--- config.mk ---
export PLATFORM = sky130hd
export DESIGN_NAME = cache_req_arbiter_flat
export DESIGN_NICKNAME = d
export VERILOG_FILES = /design/src/rtl/cache_req_arbiter_if.sv /design/src/rtl/cache_req_arbiter.sv /design/src/flat_wrapper.sv
export SDC_FILE = /design/constraint.sdc
export NUM_CORES = 1
export LEC_CHECK = 0
export CORE_ASPECT_RATIO = 1.2
export CORE_MARGIN = 2
export CORE_UTILIZATION = 30
export DETAILED_ROUTE_END_ITERATION = 10
export PLACE_DENSITY = 0.55
export SYNTH_ARGS = -nofsm -noshare
export SYNTH_HDL_FRONTEND = slang
export SYNTH_SLANG_ARGS = --single-unit
--- constraint.sdc ---
create_clock -name clk -period 2.3 [get_ports clk]
set_input_delay 0.46 -clock clk [delete_from_list [all_inputs] [get_ports clk]]
set_output_delay 0.46 -clock clk [all_outputs]
set_load 0.03 [all_outputs]
--- src/rtl/cache_req_arbiter_if.sv ---
// ============================================================================
// Module      : cache_req_arbiter_if
// Description : Requester, response, cache-side and statistics signals of the
//               two-requester cache read arbiter.
// Revision    : 1.0 - initial release
// ============================================================================
`default_nettype none

interface cache_req_arbiter_if #(
    parameter int ADDR_WIDTH = 11,
    parameter int DATA_WIDTH = 32,
    parameter int CNT_WIDTH  = 16
);
    // Requester side
    logic                  req_a;
    logic [ADDR_WIDTH-1:0] addr_a;
    logic                  req_b;
    logic [ADDR_WIDTH-1:0] addr_b;
    logic                  gnt_a;
    logic                  gnt_b;

    // Response side
    logic                  resp_valid;
    logic                  resp_id;
    logic [DATA_WIDTH-1:0] resp_data;
    logic                  resp_l1_hit;
    logic                  resp_l2_hit;
    logic                  busy;

    // Cache system side
    logic [ADDR_WIDTH-1:0] cache_addr;
    logic                  cache_read;
    logic [DATA_WIDTH-1:0] cache_read_data;
    logic                  cache_l1_hit;
    logic                  cache_l2_hit;

    // Statistics
    logic [CNT_WIDTH-1:0]  l1_hit_cnt;
    logic [CNT_WIDTH-1:0]  l2_hit_cnt;
    logic [CNT_WIDTH-1:0]  miss_cnt;

    // The arbiter itself
    modport slave (
        input  req_a, addr_a, req_b, addr_b,
        input  cache_read_data, cache_l1_hit, cache_l2_hit,
        output gnt_a, gnt_b,
        output resp_valid, resp_id, resp_data, resp_l1_hit, resp_l2_hit, busy,
        output cache_addr, cache_read,
        output l1_hit_cnt, l2_hit_cnt, miss_cnt
    );

    // The environment: both requesters plus the cache system
    modport master (
        output req_a, addr_a, req_b, addr_b,
        output cache_read_data, cache_l1_hit, cache_l2_hit,
        input  gnt_a, gnt_b,
        input  resp_valid, resp_id, resp_data, resp_l1_hit, resp_l2_hit, busy,
        input  cache_addr, cache_read,
        input  l1_hit_cnt, l2_hit_cnt, miss_cnt
    );
endinterface

`default_nettype wire

--- src/rtl/cache_req_arbiter.sv ---
// ============================================================================
// Module      : cache_req_arbiter
// Description : Round-robin arbiter/sequencer issuing single-cycle reads from
//               two requesters into a two-level cache, with hit statistics.
// Revision    : 1.0 - initial release
// ============================================================================
`default_nettype none

module cache_req_arbiter #(
    parameter int ADDR_WIDTH = 11,
    parameter int DATA_WIDTH = 32,
    parameter int CNT_WIDTH  = 16
) (
    input  logic                 clk,
    input  logic                 rst_n,
    cache_req_arbiter_if.slave   bus
);

    localparam logic [1:0] S_IDLE    = 2'd0;
    localparam logic [1:0] S_ISSUE   = 2'd1;
    localparam logic [1:0] S_CAPTURE = 2'd2;
    localparam logic [1:0] S_PROMOTE = 2'd3;

    localparam logic [CNT_WIDTH-1:0] c_CNT_MAX = {CNT_WIDTH{1'b1}};

    logic [1:0]            r_state;
    logic [1:0]            w_next_state;

    logic                  r_last_b;
    logic                  r_id;
    logic [ADDR_WIDTH-1:0] r_cache_addr;

    logic                  r_resp_valid;
    logic                  r_resp_id;
    logic [DATA_WIDTH-1:0] r_resp_data;
    logic                  r_resp_l1;
    logic                  r_resp_l2;

    logic [CNT_WIDTH-1:0]  r_l1_cnt;
    logic [CNT_WIDTH-1:0]  r_l2_cnt;
    logic [CNT_WIDTH-1:0]  r_miss_cnt;

    logic                  w_any_req;
    logic                  w_pick_b;
    logic                  w_accept;
    logic                  w_capture;
    logic                  w_promote;

    logic                  w_gnt_a;
    logic                  w_gnt_b;
    logic                  w_cache_read;
    logic                  w_busy;

    // Under contention B wins only when A was granted last
    assign w_any_req = bus.req_a | bus.req_b;
    assign w_pick_b  = bus.req_b & (~bus.req_a | ~r_last_b);
    assign w_accept  = (r_state == S_IDLE) & w_any_req;
    assign w_capture = (r_state == S_CAPTURE);
    assign w_promote = bus.cache_l2_hit & ~bus.cache_l1_hit;

    // ------------------------------------------------------------------
    // State register
    // ------------------------------------------------------------------
    always_ff @(posedge clk) begin
        if (!rst_n) begin
            r_state <= S_IDLE;
        end else begin
            r_state <= w_next_state;
        end
    end

    // ------------------------------------------------------------------
    // Next-state logic
    // ------------------------------------------------------------------
    always_comb begin
        w_next_state = r_state;
        case (r_state)
            S_IDLE:    if (w_any_req) w_next_state = S_ISSUE;
            S_ISSUE:   w_next_state = S_CAPTURE;
            S_CAPTURE: w_next_state = w_promote ? S_PROMOTE : S_IDLE;
            S_PROMOTE: w_next_state = S_IDLE;
            default:   w_next_state = S_IDLE;
        endcase
    end

    // ------------------------------------------------------------------
    // Output logic
    // ------------------------------------------------------------------
    always_comb begin
        w_gnt_a      = 1'b0;
        w_gnt_b      = 1'b0;
        w_cache_read = 1'b0;
        w_busy       = 1'b1;
        case (r_state)
            S_IDLE: begin
                w_busy = 1'b0;
            end
            S_ISSUE: begin
                // The grant pulse coincides with the read pulse
                w_gnt_a      = ~r_id;
                w_gnt_b      = r_id;
                w_cache_read = 1'b1;
            end
            default: begin
                w_cache_read = 1'b0;
            end
        endcase
    end

    // ------------------------------------------------------------------
    // Grant bookkeeping and cache address
    // ------------------------------------------------------------------
    always_ff @(posedge clk) begin
        if (!rst_n) begin
            r_last_b     <= 1'b1;
            r_id         <= 1'b0;
            r_cache_addr <= '0;
        end else if (w_accept) begin
            r_last_b     <= w_pick_b;
            r_id         <= w_pick_b;
            r_cache_addr <= w_pick_b ? bus.addr_b : bus.addr_a;
        end
    end

    // ------------------------------------------------------------------
    // Response capture; fields hold until the next capture
    // ------------------------------------------------------------------
    always_ff @(posedge clk) begin
        if (!rst_n) begin
            r_resp_valid <= 1'b0;
            r_resp_id    <= 1'b0;
            r_resp_data  <= '0;
            r_resp_l1    <= 1'b0;
            r_resp_l2    <= 1'b0;
        end else begin
            r_resp_valid <= w_capture;
            if (w_capture) begin
                r_resp_id   <= r_id;
                r_resp_data <= bus.cache_read_data;
                r_resp_l1   <= bus.cache_l1_hit;
                r_resp_l2   <= bus.cache_l2_hit;
            end
        end
    end

    // ------------------------------------------------------------------
    // Saturating statistics; L1 takes precedence if both hit flags are set
    // ------------------------------------------------------------------
    always_ff @(posedge clk) begin
        if (!rst_n) begin
            r_l1_cnt   <= '0;
            r_l2_cnt   <= '0;
            r_miss_cnt <= '0;
        end else if (w_capture) begin
            if (bus.cache_l1_hit) begin
                if (r_l1_cnt != c_CNT_MAX) r_l1_cnt <= r_l1_cnt + 1'b1;
            end else if (bus.cache_l2_hit) begin
                if (r_l2_cnt != c_CNT_MAX) r_l2_cnt <= r_l2_cnt + 1'b1;
            end else begin
                if (r_miss_cnt != c_CNT_MAX) r_miss_cnt <= r_miss_cnt + 1'b1;
            end
        end
    end

    assign bus.gnt_a       = w_gnt_a;
    assign bus.gnt_b       = w_gnt_b;
    assign bus.cache_read  = w_cache_read;
    assign bus.busy        = w_busy;
    assign bus.cache_addr  = r_cache_addr;
    assign bus.resp_valid  = r_resp_valid;
    assign bus.resp_id     = r_resp_id;
    assign bus.resp_data   = r_resp_data;
    assign bus.resp_l1_hit = r_resp_l1;
    assign bus.resp_l2_hit = r_resp_l2;
    assign bus.l1_hit_cnt  = r_l1_cnt;
    assign bus.l2_hit_cnt  = r_l2_cnt;
    assign bus.miss_cnt    = r_miss_cnt;

endmodule

`default_nettype wire

--- src/flat_wrapper.sv ---
// flat-port wrapper written by rule: the top's interface ports become plain ports
module cache_req_arbiter_flat 
#(
    parameter int ADDR_WIDTH = 11,
    parameter int DATA_WIDTH = 32,
    parameter int CNT_WIDTH  = 16
)
  (clk, rst_n, bus_req_a, bus_addr_a, bus_req_b, bus_addr_b, bus_cache_read_data, bus_cache_l1_hit, bus_cache_l2_hit, bus_gnt_a, bus_gnt_b, bus_resp_valid, bus_resp_id, bus_resp_data, bus_resp_l1_hit, bus_resp_l2_hit, bus_busy, bus_cache_addr, bus_cache_read, bus_l1_hit_cnt, bus_l2_hit_cnt, bus_miss_cnt);
  cache_req_arbiter_if #(.ADDR_WIDTH(ADDR_WIDTH), .DATA_WIDTH(DATA_WIDTH), .CNT_WIDTH(CNT_WIDTH)) bus_i ();
  input  logic clk;
  input  logic rst_n;
  input wire logic [$bits(bus_i.req_a)-1:0] bus_req_a;
  input wire logic [$bits(bus_i.addr_a)-1:0] bus_addr_a;
  input wire logic [$bits(bus_i.req_b)-1:0] bus_req_b;
  input wire logic [$bits(bus_i.addr_b)-1:0] bus_addr_b;
  input wire logic [$bits(bus_i.cache_read_data)-1:0] bus_cache_read_data;
  input wire logic [$bits(bus_i.cache_l1_hit)-1:0] bus_cache_l1_hit;
  input wire logic [$bits(bus_i.cache_l2_hit)-1:0] bus_cache_l2_hit;
  output wire logic [$bits(bus_i.gnt_a)-1:0] bus_gnt_a;
  output wire logic [$bits(bus_i.gnt_b)-1:0] bus_gnt_b;
  output wire logic [$bits(bus_i.resp_valid)-1:0] bus_resp_valid;
  output wire logic [$bits(bus_i.resp_id)-1:0] bus_resp_id;
  output wire logic [$bits(bus_i.resp_data)-1:0] bus_resp_data;
  output wire logic [$bits(bus_i.resp_l1_hit)-1:0] bus_resp_l1_hit;
  output wire logic [$bits(bus_i.resp_l2_hit)-1:0] bus_resp_l2_hit;
  output wire logic [$bits(bus_i.busy)-1:0] bus_busy;
  output wire logic [$bits(bus_i.cache_addr)-1:0] bus_cache_addr;
  output wire logic [$bits(bus_i.cache_read)-1:0] bus_cache_read;
  output wire logic [$bits(bus_i.l1_hit_cnt)-1:0] bus_l1_hit_cnt;
  output wire logic [$bits(bus_i.l2_hit_cnt)-1:0] bus_l2_hit_cnt;
  output wire logic [$bits(bus_i.miss_cnt)-1:0] bus_miss_cnt;
  assign bus_i.req_a = bus_req_a;
  assign bus_i.addr_a = bus_addr_a;
  assign bus_i.req_b = bus_req_b;
  assign bus_i.addr_b = bus_addr_b;
  assign bus_i.cache_read_data = bus_cache_read_data;
  assign bus_i.cache_l1_hit = bus_cache_l1_hit;
  assign bus_i.cache_l2_hit = bus_cache_l2_hit;
  assign bus_gnt_a = bus_i.gnt_a;
  assign bus_gnt_b = bus_i.gnt_b;
  assign bus_resp_valid = bus_i.resp_valid;
  assign bus_resp_id = bus_i.resp_id;
  assign bus_resp_data = bus_i.resp_data;
  assign bus_resp_l1_hit = bus_i.resp_l1_hit;
  assign bus_resp_l2_hit = bus_i.resp_l2_hit;
  assign bus_busy = bus_i.busy;
  assign bus_cache_addr = bus_i.cache_addr;
  assign bus_cache_read = bus_i.cache_read;
  assign bus_l1_hit_cnt = bus_i.l1_hit_cnt;
  assign bus_l2_hit_cnt = bus_i.l2_hit_cnt;
  assign bus_miss_cnt = bus_i.miss_cnt;
  cache_req_arbiter #(.ADDR_WIDTH(ADDR_WIDTH), .DATA_WIDTH(DATA_WIDTH), .CNT_WIDTH(CNT_WIDTH)) u_core (.clk(clk), .rst_n(rst_n), .bus(bus_i));
endmodule
==> results of run 1 <==
Yosys cell counts (2+ instances only):
library cell and number:
xor2_1 31, nand2_1 96, buf_1 2, nor4_1 13, dfxtp_1 99, nor3b_1 3
nand4_1 15, buf_6 2, mux2i_1 13, and4_1 4, inv_1 4, nand3_1 20
o21ai_0 8, nand2b_1 5, nor4b_1 3, clkbuf_1 20, nor2b_1 2, o21a_1 2
nand4b_1 3, a211oi_1 2, a21boi_1 2, ha_1 3, xnor2_1 7, a21boi_0 38
or3_1 3, o211a_1 11, and3_1 3, and2_1 40, nor3_1 11, nor2_1 12
nand3b_1 2, a21oi_1 2
tightest hold or removal path, delay by kind of cell, from the launching register on:
| kind | cells | cell delay (ns) |
|---|---|---|
| DFF | 1 | 0.31 |
| AOI/OAI and AO/OA | 1 | 0.06 |
| and+or+nand+nor | 1 | 0.04 |
kinds of logic after synthesis:
logic type | after synthesis | synth area share (%)
compound gates | 68 | 11.6
xor+xnor | 38 | 7.56
fa+ha+maj | 3 | 0.852
buf+inv | 28 | 2.73
flops | 99 | 45.0
mux | 13 | 2.95
simple gates | 245 | 29.3
metal layers:
layer | up-vias | GRT usage (%)
li1 | 2035 | -
met5 | - | 0
met1 | 1841 | 17.4
met2 | 103 | 26.5
met4 | 0 | 7.11
met3 | 13 | 4.30
power groups by stage:
stage               Combinational, uW  Clock [uW]  Sequential (uW)
floorplan                         175           0             1950
global placement                  553           0             1850
detailed placement                557           0             1850
CTS                               558        1860             1810
global route                      596        1930             1820
finish                            549        1790             1810
path summary, 6_finish.rpt:
check	start	to	slack, ns	depth (start not counted)
worst max-delay path	u_core.r_state[0]	bus_cache_read	0.12	2
worst min-delay path	u_core.bus.resp_data[9]	u_core.bus.resp_data[9]	0.46	2
worst max register to register	u_core.r_state[1]	u_core.bus.miss_cnt[14]	0.33	5
worst min register to register	u_core.bus.resp_data[9]	u_core.bus.resp_data[9]	0.46	2
area by class of cell:
| cell class | instances | area (sq um) | area share, % |
|---|---|---|---|
| multi-input combinational | 367 | 2300 | 34.9 |
| sequential | 99 | 1980 | 30.0 |
| timing repair buffer | 176 | 1720 | 26.1 |
| clock buffer | 11 | 253 | 3.83 |
| tap | 175 | 219 | 3.32 |
| clock inverter | 5 | 108 | 1.63 |
| inverter | 4 | 15.0 | 0.227 |
registers in the layout (all words and copies together) (netlist names), 2 cells and up:
| name | flops |
|---|---|
| u_core.bus.cache_addr | 11 |
| u_core.bus.l1_hit_cnt | 16 |
| u_core.bus.l2_hit_cnt | 16 |
| u_core.bus.miss_cnt | 16 |
| u_core.bus.resp_data | 32 |
| u_core.r_state | 2 |
metrics by stage:
stage	cell area (sq um)	hold slack (ns)
finish	6600	0.462
global route	6600	0.482
CTS	6600	0.466
detailed placement	6240	0.456
global placement	6240	0.448
floorplan	4400	0.463
==> results.md, run 1 <==
- Outcome: complete, no violations
- Commonest cells after routing, fill and taps aside: 155 x clkdlybuf4s50_1, 99 x dfxtp_1, 96 x nand2_1
- Cts bufs inserted: 9
- First-pass GRT wire length: about 19 mm
- Clock sinks: 99
- Fin. max-slew vios: 0
- Routed vias/inst: approximately 4.8
- Fin util: a little under half
- Fmax: ~460 MHz
- Via Count: roughly 4000
- Worst Path Max Fanout: 8
- CP arrival: approximately 1.7 ns
- Mapped Cells: roughly 490
- Area leader, netlist: dfxtp_1
- Synth unique cells: 45
- Setup TNS Final: 0 ns
- CP top delay family: buffers and inverters
- Leakage power: 0.00259 uW
- Sw power: 979 uW
- HPWL after DPL: 8.47 mm
- Post-CTS Hold Buffers: 0
- Setup crit end kind: primary output
- Least-Margin Pin Slew: between 0.5 and 0.6 ns
- Antenna diode count: 0
- I/O Buffers: 158
- CP Launch Type: register
- PwrDens: around 630 nW/um^2
- Setup violations, final: 0
- Syn Nets: roughly 560
- Final Total Pwr: about 4100 uW
- Critical Path Slowest Stage Cell: clkdlybuf4s50_1
- Period utilisation layout: 94.8%
- Die Area: between 15000 and 20000 sq um
- Logic pwr share: 13.2%
- Clock skew: about 0.0083 ns
- Slew HR: ~60%
- Wire per inst: around 14 microns
- Final Hold Viols: 0
- Drc violations: 0
- DRT Pass-1 Iters: 4
- Worst min path class: reg -> reg
- Crit path buffers/inverters: 1
- Routed wire length: approximately 12 mm
- Internal power: roughly 3200 uW
- Clk_lat worst skew: 0.35 ns
- Row cnt: 48
- Ports: around 160
- Root Driver: clkbuf_16
- 1st-iter DRT viols: 148
- Vias in the first global route: approximately 4000
- All-Layer GR Usage: approximately 15%
- Avg Cell Area, Syn: 8.92 sq um
- RePlAce Congestion: 0.759
- Tmin final: 2.18 ns
- Die width: around 110 microns
- Core ar.: approximately 14000 sq um
- Setup slack at placement: -0.187 ns
- Met1 Routed Length: approximately 5 mm
- Largest net degree at the start of global routing: 50
- Area Growth Syn to Fin: 49.9%
- Placed Instances: around 820
- Worst endpoint required time: 1.84 ns
- Synth area leaders: dfxtp_1 45%, nand2_1 8.2%, a21boi_0 6.5%, xor2_1 6.2%, and2_1 5.7%
- Layout cells sized above 1: between 6 and 7%
- Met2 wire len: 5.75 mm
- Die Y: 137 microns
- NumNets Final: 720
- H-tree level count: 3
- Syn Std Cell Area: 4400 sq um
- Predominant post-synthesis flop cell: dfxtp_1
- Post-CTS setup buffers: 0
- CTS clk-pin slew, worst paths: ~0.060 ns
- Worst Path Class, Setup: reg -> out
- Yosys top cell area share: 45.0%
- Starting Density: between 30% and 40%
- Top layer in use: met4
- CTS tree: done
- Max cap viols: 0
- Max VDD drop: 0.284 mV
- Sw frac: 23.6%
- Routed Antenna Nets: 0
- Initial antenna violation count: 0
- Crit-path cells: and2b_1, clkdlybuf4s50_1
- Sequential share of power: 43.6%
- EDFF count, synth: 0
- Post-CTS sizing: 2
- Grt total ovfl: 0
- Fill cells: about 1400
- Clock network power share: a little over two fifths
- Slowest Stage Delay on Critical Path: ~0.7 ns
- Share of synthesized registers carrying an async set or reset: 0%
- Syn. warnings: 0
- Routed wl met3: between 800 and 900 microns
- Flops & latches, synth: 99
- Proportion of synthesized chip area in sequential cells: between 40% and 50%
- Non-Filler Instances: about 840
- Max clock buf depth: 2
- Worst setup margin: 0.120 ns
- Most common cell after layout, fill and taps aside: clkdlybuf4s50_1
- RSZ-0062 raised after global routing: false
(Power assumes the default switching activity.)
==> inputs of run 2 (changes only) <==
--- a/config.mk
+++ b/config.mk
@@ -10,6 +10,7 @@
 export CORE_UTILIZATION = 30
 export DETAILED_ROUTE_END_ITERATION = 10
 export PLACE_DENSITY = 0.55
+export SLEW_MARGIN = 20
 export SYNTH_ARGS = -nofsm -noshare
 export SYNTH_HDL_FRONTEND = slang
 export SYNTH_SLANG_ARGS = --single-unit
==> results of run 2 <==
No change in the layout: final DEF, timing and power equal those of run 1.
